===== src/rtl/gene_attractor_scan.sv =====
// Attractor analyser for an N-bit Boolean gene network with an external update function.
// Optional trace outputs are enabled by defining GENE_ATTR_TRACE_EN.
module gene_attractor_scan #(
    parameter int N          = 8,
    parameter int HIST_DEPTH = 16,
    localparam int CW        = $clog2(HIST_DEPTH + 1)
) (
    input  logic          clk,
    input  logic          rst,
    input  logic          start,
    input  logic [N-1:0]  init_val,
    output logic          ready,
    output logic [N-1:0]  net_x,
    input  logic [N-1:0]  net_fx,
    output logic          done,
    output logic [1:0]    attr_class,
    output logic [N-1:0]  attr_state,
    output logic [CW-1:0] cycle_len,
    output logic [CW-1:0] transient_len
`ifdef GENE_ATTR_TRACE_EN
    ,
    output logic          trace_valid,
    output logic [N-1:0]  trace_state
`endif
);

    typedef enum logic [1:0] {S_IDLE, S_RUN, S_DONE} state_t;

    state_t        state_q;
    logic [N-1:0]  hist_q [HIST_DEPTH];
    logic [CW-1:0] cnt_q;
    logic [N-1:0]  net_x_q;
    logic [N-1:0]  attr_state_q;
    logic [1:0]    attr_class_q;
    logic [CW-1:0] cycle_len_q;
    logic [CW-1:0] transient_len_q;

    logic          hit;
    logic [CW-1:0] hit_idx;
    logic [CW-1:0] cyc_d;
    logic          full;
    logic          wr_en;
    logic [CW-1:0] wr_idx;
    logic [N-1:0]  wr_data;

    // Descending scan so the lowest matching valid index wins.
    always_comb begin
        hit     = 1'b0;
        hit_idx = '0;
        for (int unsigned k = HIST_DEPTH; k > 0; k--) begin
            if ((CW'(k - 1) < cnt_q) && (hist_q[k-1] == net_fx)) begin
                hit     = 1'b1;
                hit_idx = CW'(k - 1);
            end
        end
    end

    assign cyc_d = cnt_q - hit_idx;
    assign full  = (cnt_q == CW'(HIST_DEPTH));

    always_comb begin
        wr_en   = 1'b0;
        wr_idx  = '0;
        wr_data = net_fx;
        if (state_q == S_IDLE && start) begin
            wr_en   = 1'b1;
            wr_data = init_val;
        end else if (state_q == S_RUN && !hit && !full) begin
            wr_en  = 1'b1;
            wr_idx = cnt_q;
        end
    end

    always_ff @(posedge clk) begin
        for (int unsigned i = 0; i < HIST_DEPTH; i++) begin
            if (wr_en && (CW'(i) == wr_idx)) hist_q[i] <= wr_data;
        end
    end

    always_ff @(posedge clk or posedge rst) begin
        if (rst) begin
            state_q         <= S_IDLE;
            cnt_q           <= '0;
            net_x_q         <= '0;
            attr_class_q    <= '0;
            attr_state_q    <= '0;
            cycle_len_q     <= '0;
            transient_len_q <= '0;
        end else begin
            case (state_q)
                S_IDLE: begin
                    if (start) begin
                        net_x_q         <= init_val;
                        cnt_q           <= CW'(1);
                        attr_class_q    <= '0;
                        attr_state_q    <= '0;
                        cycle_len_q     <= '0;
                        transient_len_q <= '0;
                        state_q         <= S_RUN;
                    end
                end
                S_RUN: begin
                    if (hit) begin
                        transient_len_q <= hit_idx;
                        cycle_len_q     <= cyc_d;
                        attr_state_q    <= net_fx;
                        attr_class_q    <= (cyc_d == CW'(1)) ? 2'd1 : 2'd2;
                        state_q         <= S_DONE;
                    end else if (full) begin
                        attr_class_q    <= 2'd3;
                        transient_len_q <= CW'(HIST_DEPTH);
                        cycle_len_q     <= '0;
                        attr_state_q    <= net_fx;
                        state_q         <= S_DONE;
                    end else begin
                        net_x_q <= net_fx;
                        cnt_q   <= cnt_q + CW'(1);
                    end
                end
                default: state_q <= S_IDLE;
            endcase
        end
    end

    assign ready         = (state_q == S_IDLE);
    assign done          = (state_q == S_DONE);
    assign net_x         = net_x_q;
    assign attr_class    = attr_class_q;
    assign attr_state    = attr_state_q;
    assign cycle_len     = cycle_len_q;
    assign transient_len = transient_len_q;

`ifdef GENE_ATTR_TRACE_EN
    logic         trace_valid_q;
    logic [N-1:0] trace_state_q;

    always_ff @(posedge clk or posedge rst) begin
        if (rst) begin
            trace_valid_q <= 1'b0;
            trace_state_q <= '0;
        end else begin
            trace_valid_q <= wr_en;
            trace_state_q <= wr_data;
        end
    end

    assign trace_valid = trace_valid_q;
    assign trace_state = trace_state_q;
`endif

endmodule


===== config.mk =====
export PLATFORM = sky130hd
export DESIGN_NAME = gene_attractor_scan
export DESIGN_NICKNAME = d
export VERILOG_FILES = /design/src/rtl/gene_attractor_scan.sv
export SDC_FILE = /design/constraint.sdc
export NUM_CORES = 1
export LEC_CHECK = 0
export CORE_ASPECT_RATIO = 0.9
export CORE_MARGIN = 4
export CORE_UTILIZATION = 44
export DETAILED_ROUTE_END_ITERATION = 10
export GPL_ROUTABILITY_DRIVEN = 0
export PLACE_DENSITY = 0.6
export SKIP_LAST_GASP = 1
export SLEW_MARGIN = 20
export SYNTH_ARGS = -nofsm -noshare
export SYNTH_HDL_FRONTEND = slang
export SYNTH_SLANG_ARGS = --single-unit

===== constraint.sdc =====
create_clock -name clk -period 6.16 [get_ports clk]
set_input_delay 1.848 -clock clk [delete_from_list [all_inputs] [get_ports clk]]
set_output_delay 1.848 -clock clk [all_outputs]
set_load 0.005 [all_outputs]

==> results by group <==
Detailed routing
  • DR vias/cell: 5.609
  • Routed WL per cell: between 20 and 25 um
  • Routed Antenna Nets: 0
  • DRC viols: 0
  • Total number of vias: 5,115
  • Drt pass-1 iters: 5
  • 1st-iter DRT viols: ~530
  • Drt total wl: 19,820 um

Global route
  • Vias in the first global route: 5,122
  • Largest net degree at the start of global routing: 36
  • Total gr overflow: 0
  • Antenna violations before repair: 0
  • Gr usage total: 0.2028
  • Global route hottest layer: met2
  • Met3 usage: 0.04717
  • Grt met2 use: 0.3307
  • Met1 GRT Util: 0.2714
  • First-pass GRT wire length: 30,450 um

Synthesis
  • Synth top area cells: edfxtp_1, dfrtp_1, xnor2_1, xor2_1, a22o_1
  • Seq/Total Area, Yosys: 0.5961
  • Average size of a mapped cell: between 10 and 15 um2
  • Async S/R FF share, synth: 0.2147
  • Post-synthesis cell area: ~0.008 mm2
  • EDFF count, synth: between 100 and 150
  • Top cell type by total area after synthesis: edfxtp_1
  • Ys Warns: 0
  • Post-synth cell types: 61
  • Post-Syn Instances: 603
  • Prevailing post-synth register cell: edfxtp_1
  • Yosys reg bits: 163
  • Count leader, synth: edfxtp_1
  • Syn Nets: around 630
  • Synth top area share: 0.4855
  • Synth top cells by count: edfxtp_1, xnor2_1, nand2_1

Job
  • Max cap viols: 0

Timing
  • Final period util: 0.8525
  • Hold Vio Cnt, Final: 0
  • Setup-failing EPs final: 0
  • Slew @ Worst Pin: 0.9891 ns
  • Min Tclk post-route: 5.252 ns
  • Rel. slew slack: 0.3390
  • RSZ-0062 raised after global routing: no
  • Fmax: about 0.19 GHz
  • Layout Skew: 0.009419 ns
  • Pins Over Slew Limit: 0
  • Setup_tns: 0 ns
  • Worst hold slack: 0.4907 ns

Die
  • Die area: 0.02021 mm2
  • IO Pins: 49
  • Chip height: 135.3 um
  • Core Area: ~0.018 mm2
  • Die Wd: 149.4 um
  • # rows: 46
  • Initial core utilization: 0.4481

Clocking
  • CTS Buffer Depth: 2
  • Htree depth: 4
  • CTS resizes: 0
  • TritonCTS buffer count: 17
  • Post-CTS Setup Inserts: 0
  • Clock tree sinks: 163
  • CTS tree: yes
  • Clk root buf: clkbuf_16
  • CTS clk-pin slew, worst paths: 0.06 ns
  • Worst-skew pair later-pin latency: 0.42 ns
  • Cts hold-fix bufs: 0

Critical path
  • Crit. End Element: register
  • Req. time, crit path: 6.47 ns
  • Reg2reg end: attr_class[1]$_DFFE_PP0P_
  • R2R Setup Slk: 1.98 ns
  • Start of the worst register-to-register path: cnt_q[4]$_DFFE_PP0P_
  • CP max-delay cell: clkdlybuf4s50_1
  • CP Buf/Inv Count: 3
  • CP Cell Sequence: clkdlybuf4s50_1, buf_12, xor2_1, nor4_1, nand4_1, o211a_1, nor3_1, nor2_1, and2_1, ha_1, fa_1, inv_1, a21o_1, a21oi_1, xor2_1, nor4_1, o21ai_0, o21a_1
  • CP startpoint kind: input port
  • CP arrival: 5.56 ns
  • CP peak stage delay: around 0.45 ns
  • Worst r2r path cells: 15
  • CP Max Fanout: 19
  • Family with the most delay on the worst path: simple AND/OR/NAND/NOR gates
  • CP Class: in -> reg

Min path
  • HP Class: reg -> reg
  • Worst Hold Depth: 1
  • Worst Hold End: cycle_len[1]$_DFFE_PP0P_
  • Hold Crit Start: cycle_len[1]$_DFFE_PP0P_

Power
  • Power Density: 391.9 mW/mm2
  • P_leak: between 3 and 4 nW
  • Worst vdd ir: 0.0002471 V

Layout
  • Post-layout nets: 685
  • Fillers: 1,524
  • Fin cells: 912
  • Share of cells above drive strength 1: 0.1131
  • Number of diodes: 0
  • Syn-to-layout area delta: 17.40%

Outcome
  • Status: finished clean

Place
  • I/O Buffers: 48
  • Placed cell count: 880
  • Post-DP HPWL: between 10,000 and 15,000 um
-- layout make-up --
type                       count  area, um2  area share
clock buffer                  17      425.4     0.04577
clock inverter                15      155.1     0.01669
inverter                       9      33.78    0.003634
multi-input combinational    392       2870      0.3088
sequential                   163       4720      0.5077
tap                          240      300.3     0.03231
timing repair buffer          76      790.8     0.08507
-- worst max-delay path by stage --
stage               from                        end  slack (ns)  depth (start not counted)
2_1_floorplan  net_fx[7]  attr_class[1]$_DFFE_PP0P_        1.21                         18
4_1_cts        net_fx[5]  attr_class[1]$_DFFE_PP0P_        0.96                         18
3_3_place_gp   net_fx[2]  attr_class[1]$_DFFE_PP0P_        0.60                         18
5_1_grt        net_fx[7]  attr_class[1]$_DFFE_PP0P_        0.62                         18
3_5_place_dp   net_fx[5]  attr_class[1]$_DFFE_PP0P_        0.51                         18
6_report       net_fx[7]  attr_class[1]$_DFFE_PP0P_        0.91                         18
-- metrics by stage --
stage	power, W	worst slack (ns)	utilization	area [um2]
6_report	0.003643	0.9085	0.5261	9295
5_1_grt	0.003817	0.6215	0.5261	9295
4_1_cts	0.003663	0.9556	0.5261	9295
3_5_place_dp	0.002623	0.5149	0.4932	8715
3_3_place_gp	0.002605	0.6040	0.4932	8715
2_1_floorplan	0.002209	1.213	-	7918
-- state kept, by name (all words and copies together), names as in the netlist --
name	count
hist_q	128
attr_state	8
net_x	8
cnt_q	5
cycle_len	5
transient_len	5
attr_class	2
state_q	2
-- power by group --
group	switching [W]	total [W]	internal [W]
Sequential	0.000138	0.00159	0.00145
Combinational	0.000605	0.00102	0.000416
Clock	0.000436	0.00104	0.000600
Total	0.00118	0.00364	0.00246
-- cells by family after synthesis --
group,share of synthesized area
AND/OR/NAND/NOR,0.1228
adder cells (fa/ha/maj),0.01201
XOR/XNOR,0.1449
buffers and inverters,0.04140
AO/OA/AOI/OAI,0.08028
flip-flops,0.5961
multiplexers,0.002529
-- metal layers --
layer	wire, um	share of wire
met3	1042	0.053
met1	8643	0.44
met5	0	0
met4	453	0.023
met2	9684	0.49
-- worst reg2reg max path: stages (launching register included) --
cell,delay [ns]
dfrtp_1,0.90
or3_1,0.40
nor2_1,0.09
nor3_1,0.56
or2_4,0.27
nor4_1,0.06
a21oi_1,0.25
inv_1,0.11
fa_1,0.43
inv_1,0.07
a21o_1,0.10
a21oi_1,0.07
xor2_1,0.16
nor4_1,0.34
o21ai_0,0.14
o21a_1,0.12
-- layout by cell type (no fill, tap or decap), types with 9 or more instances in the layout --
master           instances
edfxtp_1               128
xnor2_1                 92
clkdlybuf4s50_1         48
nand2_1                 46
xor2_1                  39
dfrtp_1                 35
nand4_1                 25
nor3_1                  22
a22o_1                  22
buf_4                   20
nor2_1                  19
nor4_1                  17
clkbuf_16               17
nand3_1                 12
a21oi_1                 12
inv_1                    9
a211o_1                  9
Note: power is estimated with default switching activity, not from simulation.
